$ cat src/rtl/bt_64_seq_divider.sv
// Iterative restoring divider: one quotient bit per clock, signed (truncating) or unsigned,
// with a start/busy/done handshake toward the ALU control.
module bt_64_seq_divider #(
    parameter int WIDTH = 64
) (
    input  logic             clk,
    input  logic             reset,
    input  logic             start,
    input  logic             is_signed,
    input  logic [WIDTH-1:0] dividend,
    input  logic [WIDTH-1:0] divisor,
    output logic             busy,
    output logic             done,
    output logic [WIDTH-1:0] quotient,
    output logic [WIDTH-1:0] remainder,
    output logic             div_by_zero,
    output logic             overflow
);
    localparam int CW = (WIDTH > 1) ? $clog2(WIDTH) : 1;

    typedef enum logic [1:0] {IDLE, RUN, FIXUP, DONE} state_t;

    state_t           state;
    logic [WIDTH-1:0] prem;      // partial remainder
    logic [WIDTH-1:0] dq;        // dividend magnitude, quotient bits shift in at the LSB
    logic [WIDTH-1:0] dvs_mag;
    logic             neg_quo;
    logic             neg_rem;
    logic             ovf_case;
    logic [CW-1:0]    cnt;

    logic             dvd_neg;
    logic             dvs_neg;
    logic [WIDTH-1:0] dvd_abs;
    logic [WIDTH-1:0] dvs_abs;
    logic [WIDTH:0]   shifted;
    logic [WIDTH+1:0] diff;
    logic             no_borrow;
    logic             is_min_neg;
    logic             is_all_ones;

    always_comb begin
        dvd_neg     = is_signed & dividend[WIDTH-1];
        dvs_neg     = is_signed & divisor[WIDTH-1];
        dvd_abs     = dvd_neg ? (~dividend + 1'b1) : dividend;
        dvs_abs     = dvs_neg ? (~divisor + 1'b1) : divisor;
        is_min_neg  = (dividend == {1'b1, {(WIDTH-1){1'b0}}});
        is_all_ones = (divisor == {WIDTH{1'b1}});
        // The shifted remainder can reach WIDTH+1 bits; the extra top bit of diff is the borrow.
        shifted     = {prem, dq[WIDTH-1]};
        diff        = {1'b0, shifted} - {2'b00, dvs_mag};
        no_borrow   = ~diff[WIDTH+1];
    end

    always_ff @(posedge clk or posedge reset) begin
        if (reset) begin
            state       <= IDLE;
            prem        <= '0;
            dq          <= '0;
            dvs_mag     <= '0;
            neg_quo     <= 1'b0;
            neg_rem     <= 1'b0;
            ovf_case    <= 1'b0;
            cnt         <= '0;
            busy        <= 1'b0;
            done        <= 1'b0;
            quotient    <= '0;
            remainder   <= '0;
            div_by_zero <= 1'b0;
            overflow    <= 1'b0;
        end else begin
            case (state)
                IDLE: begin
                    done <= 1'b0;
                    if (start) begin
                        if (divisor == '0) begin
                            quotient    <= '0;
                            remainder   <= dividend;
                            div_by_zero <= 1'b1;
                            overflow    <= 1'b0;
                            done        <= 1'b1;
                            state       <= DONE;
                        end else begin
                            prem        <= '0;
                            dq          <= dvd_abs;
                            dvs_mag     <= dvs_abs;
                            neg_quo     <= dvd_neg ^ dvs_neg;
                            neg_rem     <= dvd_neg;
                            ovf_case    <= is_signed & is_min_neg & is_all_ones;
                            cnt         <= '0;
                            div_by_zero <= 1'b0;
                            overflow    <= 1'b0;
                            busy        <= 1'b1;
                            state       <= RUN;
                        end
                    end
                end
                RUN: begin
                    prem <= no_borrow ? diff[WIDTH-1:0] : shifted[WIDTH-1:0];
                    dq   <= {dq[WIDTH-2:0], no_borrow};
                    cnt  <= cnt + 1'b1;
                    if (cnt == CW'(WIDTH-1)) begin
                        state <= FIXUP;
                    end
                end
                FIXUP: begin
                    quotient  <= neg_quo ? (~dq + 1'b1) : dq;
                    remainder <= neg_rem ? (~prem + 1'b1) : prem;
                    overflow  <= ovf_case;
                    busy      <= 1'b0;
                    done      <= 1'b1;
                    state     <= DONE;
                end
                DONE: begin
                    done  <= 1'b0;
                    state <= IDLE;
                end
                default: begin
                    busy  <= 1'b0;
                    done  <= 1'b0;
                    state <= IDLE;
                end
            endcase
        end
    end
endmodule

$ cat config.mk
export PLATFORM = sky130hd
export DESIGN_NAME = bt_64_seq_divider
export DESIGN_NICKNAME = d
export VERILOG_FILES = /design/src/rtl/bt_64_seq_divider.sv
export SDC_FILE = /design/constraint.sdc
export NUM_CORES = 1
export LEC_CHECK = 0
export ABC_AREA = 0
export CELL_PAD_IN_SITES_DETAIL_PLACEMENT = 1
export CELL_PAD_IN_SITES_GLOBAL_PLACEMENT = 1
export CORE_ASPECT_RATIO = 0.7
export CORE_UTILIZATION = 30
export DETAILED_ROUTE_END_ITERATION = 10
export PLACE_DENSITY = 0.62
export SYNTH_ARGS = -nofsm -noshare
export SYNTH_HDL_FRONTEND = slang
export SYNTH_SLANG_ARGS = --single-unit
$ cat constraint.sdc
create_clock -name clk -period 19.1 [get_ports clk]
set_input_delay 3.82 -clock clk [delete_from_list [all_inputs] [get_ports clk]]
set_output_delay 3.82 -clock clk [all_outputs]
set_load 0.02 [all_outputs]
Word level (Yosys, flattened, before mapping)

Index checks and enable logic that the tools add are counted.

Logic and storage cells: 85
Register bits: 335

$add $sub $neg: 6
Muxes and demuxes: 32
Eq/ne operators: 10
Bitwise logic cells: 11
Reductions and logical operators: 12

Operators with widths:

| cell                                                            | number |
|---|---|
| 64-bit two-way mux                                              | 13 |
| 64-bit one-hot mux with 2 select lines                          | 4 |
| 64-bit by 1-bit adder with 64-bit output, second input constant | 4 |
| 64-bit NOT                                                      | 4 |
| 64-bit == test, second input constant                           | 2 |
| 65-bit by 64-bit subtractor with 66-bit output                  | 1 |
| 64-bit zero test                                                | 1 |
| 6-bit two-way mux                                               | 2 |
| 6-bit one-hot mux with 2 select lines                           | 1 |
| 3-bit AND reduction                                             | 4 |
| 2-bit inequality test, second input constant                    | 4 |
| 2-bit one-hot mux with 4 select lines                           | 1 |
| 6-bit by 1-bit adder with 6-bit output, second input constant   | 1 |
| 6-bit == test, second input constant                            | 1 |
| 2-bit two-way mux                                               | 3 |
| 2-bit AND reduction                                             | 3 |
| 1-bit two-way mux                                               | 5 |
| 1-bit AND                                                       | 4 |
| 2-bit == test, second input constant                            | 2 |
| 1-bit one-hot mux with 2 select lines                           | 2 |
| 2-bit nonzero test                                              | 2 |
| 1-bit one-hot mux with 3 select lines                           | 1 |
| 3-bit nonzero test                                              | 1 |
| 2-bit by 1-bit == test with 1-bit output, second input constant | 1 |
| 3 further kinds                                                 | 4 |

Longest topological paths before layout

Depth after elaboration: 6
Mapped depth: 16
Gate-level depth less buffers: 14

Worst setup path before layout

Ideal clock, no wire load.

Path type: input to register
From: input port divisor[27]
To: register dq[59]
Required time: 19023 ps
Path slack: 12422 ps
Stages: 11
Arrival time: 6601 ps
Cells stage by stage: or4_1 > nor4_2 > nor4b_1 > nand4bb_1 > o21ai_1 > o21ai_1 > nand2_1 > buf_2 > buf_2 > o22ai_1 > a21oi_1

Longest elaborated chain between the ends: 3

RTL lines:

| what                                   | line | source |
|---|---|---|
| from (decl)                            | 11   | `input logic [WIDTH-1:0] divisor,` |
| 64-bit zero test                       | 76   | `if (divisor == '0) begin` |
| 2-bit inequality test (no source line) | n/a  |  |
| 3-bit AND reduction (no source line)   | n/a  |  |
| to (signal assigned)                   | 85   | `dq <= dvd_abs;` |
| to (signal assigned)                   | 100  | `dq <= {dq[WIDTH-2:0], no_borrow};` |
| to (decl)                              | 25   | `logic [WIDTH-1:0] dq;` |

No other way between the ends.
A chain may end at the register's enable or synchronous reset.

Final worst setup path

From: input port divisor[21]
To: register remainder[63]

Longest elaborated chain between the ends: 3

RTL lines:

| what                                   | line | source |
|---|---|---|
| 64-bit zero test                       | 76   |  |
| 2-bit inequality test (no source line) | n/a  |  |
| 3-bit AND reduction (no source line)   | n/a  |  |
| to (signal assigned)                   | 78   | `remainder <= dividend;` |
| to (signal assigned)                   | 108  | `remainder <= neg_rem ? (~prem + 1'b1) : prem;` |
| to (decl)                              | 15   | `output logic [WIDTH-1:0] remainder,` |

No other way between the ends.

==> results.yml <==
status:
  status: "finished clean"
pwr:
  pwr_density_cell_nw_per_um2: 142.4
  ir_drop_v: 0.00007833
  power_leakage_nw: 11.95
routing:
  wirelength_um: 90230
  routed_via_density: 5.472
  drtAntennaViolNets: 0
  detail_route.drc_violations: 0
  route.vias.total: 21631
  drt_pre_antenna_iters: 5
  drt-initial-drc-count: 1700
  wl_per_cell_um: 22.83
setup_path:
  setup.worst_path.end_class: "flop"
  r2r_cells: 12
  critical_path.startpoint: "divisor[21]"
  worst-setup-path-type: "input pin to flop"
  worstReg2RegEnd: "prem[31]"
  ff2ff_setup_slack_ps: 13790
  worst_path_required_time_ps: 19510
  critPathCapture: "remainder[63]"
  timing.critical_path.arrival_ps: 8720
  critical_path.reg2reg.startpoint: "prem[13]"
  crit_fanout: 119
  critical_path.startpoint_type: "input pin"
yosys:
  synth_area_per_cell_um2: 8.323
  yosysSeqAreaShare_pct: 36.65
  synth-edff-count: 0
  synth_area_um2: 22870
  synth.lib_cells_used.distinct: 80
  synth_cells: 2748
  async_reset_ff_share_pct: 100.0
  synth_top_flop_cell: "dfrtp_1"
  synthesis.yosys.warnings: 0
  yosys_register_bits: 335
  syn_nets: 2955
sta:
  clock-skew-final_ps: 36.74
  post-route-worst-setup-slack_ps: 10790
  finalMaxSlewViolations: 0
  worst_hold_slack_ps: 484.1
  hold_viol_final: 0
  finalCritPeriodShare_pct: 43.49
  grt_setup_unrepaired: "no"
  max_slew_margin_pct: 19.43
  setup-tns-final_ps: 0
  max_freq_mhz: 120.4
  setup_viol: 0
  finalCriticalPeriod_ps: 8307
  tightestPinTransition_ps: 1209
final_layout:
  num-nets-final: 3137
  multi_input_comb_area_um2: 13620
  flow.area_growth_from_synthesis_pct: 22.29
  final-instance-count-excl-fill: 3953
  final_core_utilization_pct: 37.17
  register_area_um2: 8386
  final_layout_size_suffix_gt1_share_pct: 4.860
  layout.filler_cells: 8803
cts:
  cts_hold_buf: 0
  postCtsResizedCells: 0
  cts_buffers: 42
  clkTransAtPathRegs_ps: 60
  post-cts-setup-buffer-count: 0
  clockBufferDepth: 3
  count_of_clock_tree_sinks: 335
  cts-htree-levels: 2
  cts_tree: "yes"
  clkLatencyLatePin_ps: 590
  cts_root_buffer: "clkbuf_16"
global_route:
  globalRouteTotalUtil_pct: 23.13
  gr-total-overflow: 0
  grt_first_pass_wirelength_um: 139200
  grt_pass1_vias: 22574
  antenna_found_initial: 3
  grt_start_max_net_pins: 156
floorplanning:
  ios: 264
  area_enclosed_by_the_die_boundary_um2: 77360
  placeableCoreArea_um2: 75250
  rows: 84
  initial_utilization_pct: 30.39
  floorplan.die.height_um: 233.0
  die_width_um: 332.0
run:
  max_cap_violations: 0
hold_path:
  class_of_the_tightest_hold_or_removal_check: "flop to flop"
place:
  dpl_worst_slack_ps: 10260
  place_inst: 3875
  detailedPlacementHpwl_um: 68160
  portBuffers: 263
  final_weighted_congestion_of_routability_driven_global_placement: 0.8942
==> cell type report <==
type | count | area share [%]
Antenna cell | 1 | 0.008947
Sequential cell | 335 | 29.98
Tap cell | 989 | 4.424
Inverter | 99 | 1.356
Clock buffer | 52 | 4.147
Timing Repair Buffer | 287 | 10.10
Multi-Input combinational cell | 2165 | 48.68
Clock inverter | 25 | 1.297
==> worst min-delay path by stage <==
stage / depth (start not counted) / startpoint / slack (ps) / to
2_1_floorplan: 2 / ovf_case / 450 / ovf_case
3_3_place_gp: 2 / ovf_case / 470 / ovf_case
3_5_place_dp: 2 / dvs_mag[20] / 470 / dvs_mag[20]
4_1_cts: 2 / dvs_mag[20] / 490 / dvs_mag[20]
5_1_grt: 2 / dvs_mag[55] / 510 / dvs_mag[55]
6_report: 2 / dvs_mag[20] / 480 / dvs_mag[20]
==> power by group <==
part	switching [mW]	total [mW]	internal, mW
combinational	1.19	1.88	0.690
clock	0.354	0.897	0.543
sequential	0.246	1.20	0.955
total	1.79	3.98	2.19
==> sequential cells by signal, indices dropped and copies added (netlist names) <==
register / flops
overflow: 1
cnt: 6
dq: 64
done: 1
div_by_zero: 1
prem: 64
neg_rem: 1
neg_quo: 1
ovf_case: 1
busy: 1
remainder: 64
quotient: 64
state: 2
dvs_mag: 64
==> layer usage <==
| layer | GRT usage (%) | share of wire [%] | vias up |
|---|---|---|---|
| met5 | 0 | 0 | - |
| met4 | 5.093 | 1.7 | 0 |
| met3 | 2.834 | 4.2 | 85 |
| met2 | 36.89 | 45 | 470 |
| met1 | 33.26 | 49 | 10942 |
| li1 | - | - | 10134 |
==> per-stage QoR <==
step | area (um2) | total power [mW]
after floorplan | 22870 | 2.331
after global placement | 26440 | 3.039
after detailed placement | 26440 | 3.099
after CTS | 27970 | 4.016
after global routing | 27970 | 4.254
final | 27970 | 3.982
==> logic make-up after synthesis <==
kind of cell	share of synthesized area [%]
compound gates	22.72
simple gates	17.42
flops	36.65
xor+xnor	11.76
buf+inv	4.141
fa+ha+maj	4.136
mux	3.168
==> placed cells by master (no fill, tap or decap), drive strengths merged, types with 69 or more instances in the layout <==
cell type / netlist / layout
xnor2: 131 / 131
dfrtp: 335 / 335
ha: 74 / 74
nor2: 156 / 156
o21ai: 395 / 395
o31ai: 69 / 69
inv: 99 / 101
xor2: 176 / 176
a21oi: 183 / 183
nand2: 391 / 391
mux2i: 69 / 69
clkdlybuf4s50: 0 / 263
==> worst max-delay path, cell delays in order <==
cell             delay [ps]
clkdlybuf4s50_1         550
or4_1                   630
nor3_1                  360
nand4_1                 380
nand4bb_1               620
nor2_1                  280
and2_1                  310
mux2i_4                 310
buf_4                   420
buf_4                   510
nand2_1                 240
o21ai_1                 100
==> cells in the mapped netlist, types with 11 or more instances <==
library cell    n  area, um2
nand2_1       391       1468
dfrtp_1       335       8383
o21ai_0       261       1306
a21oi_1       183      915.9
xor2_1        176       1541
nor2_1        156      585.6
o21ai_1       134      670.6
xnor2_1       131       1147
clkbuf_1      129      484.2
inv_1          98      367.9
ha_1           74      925.9
mux2i_1        69      690.7
o31ai_1        68      510.5
a22oi_1        43      322.8
or3_1          37      231.5
nand3_1        35      175.2
nand4_1        33      206.5
o41ai_1        29      254.0
or4_1          27      202.7
nor3_1         26      130.1
nor4_1         26      162.7
a21o_1         25      187.7
o22ai_1        20      125.1
a31oi_1        18      112.6
nand2b_1       17      106.4
and2_1         16      100.1
o21bai_1       14      105.1
buf_2          13      65.06
o211ai_1       13      97.59
and3_1         11      68.82
nor2b_1        11      68.82
Power figures use the tool's default switching activity.
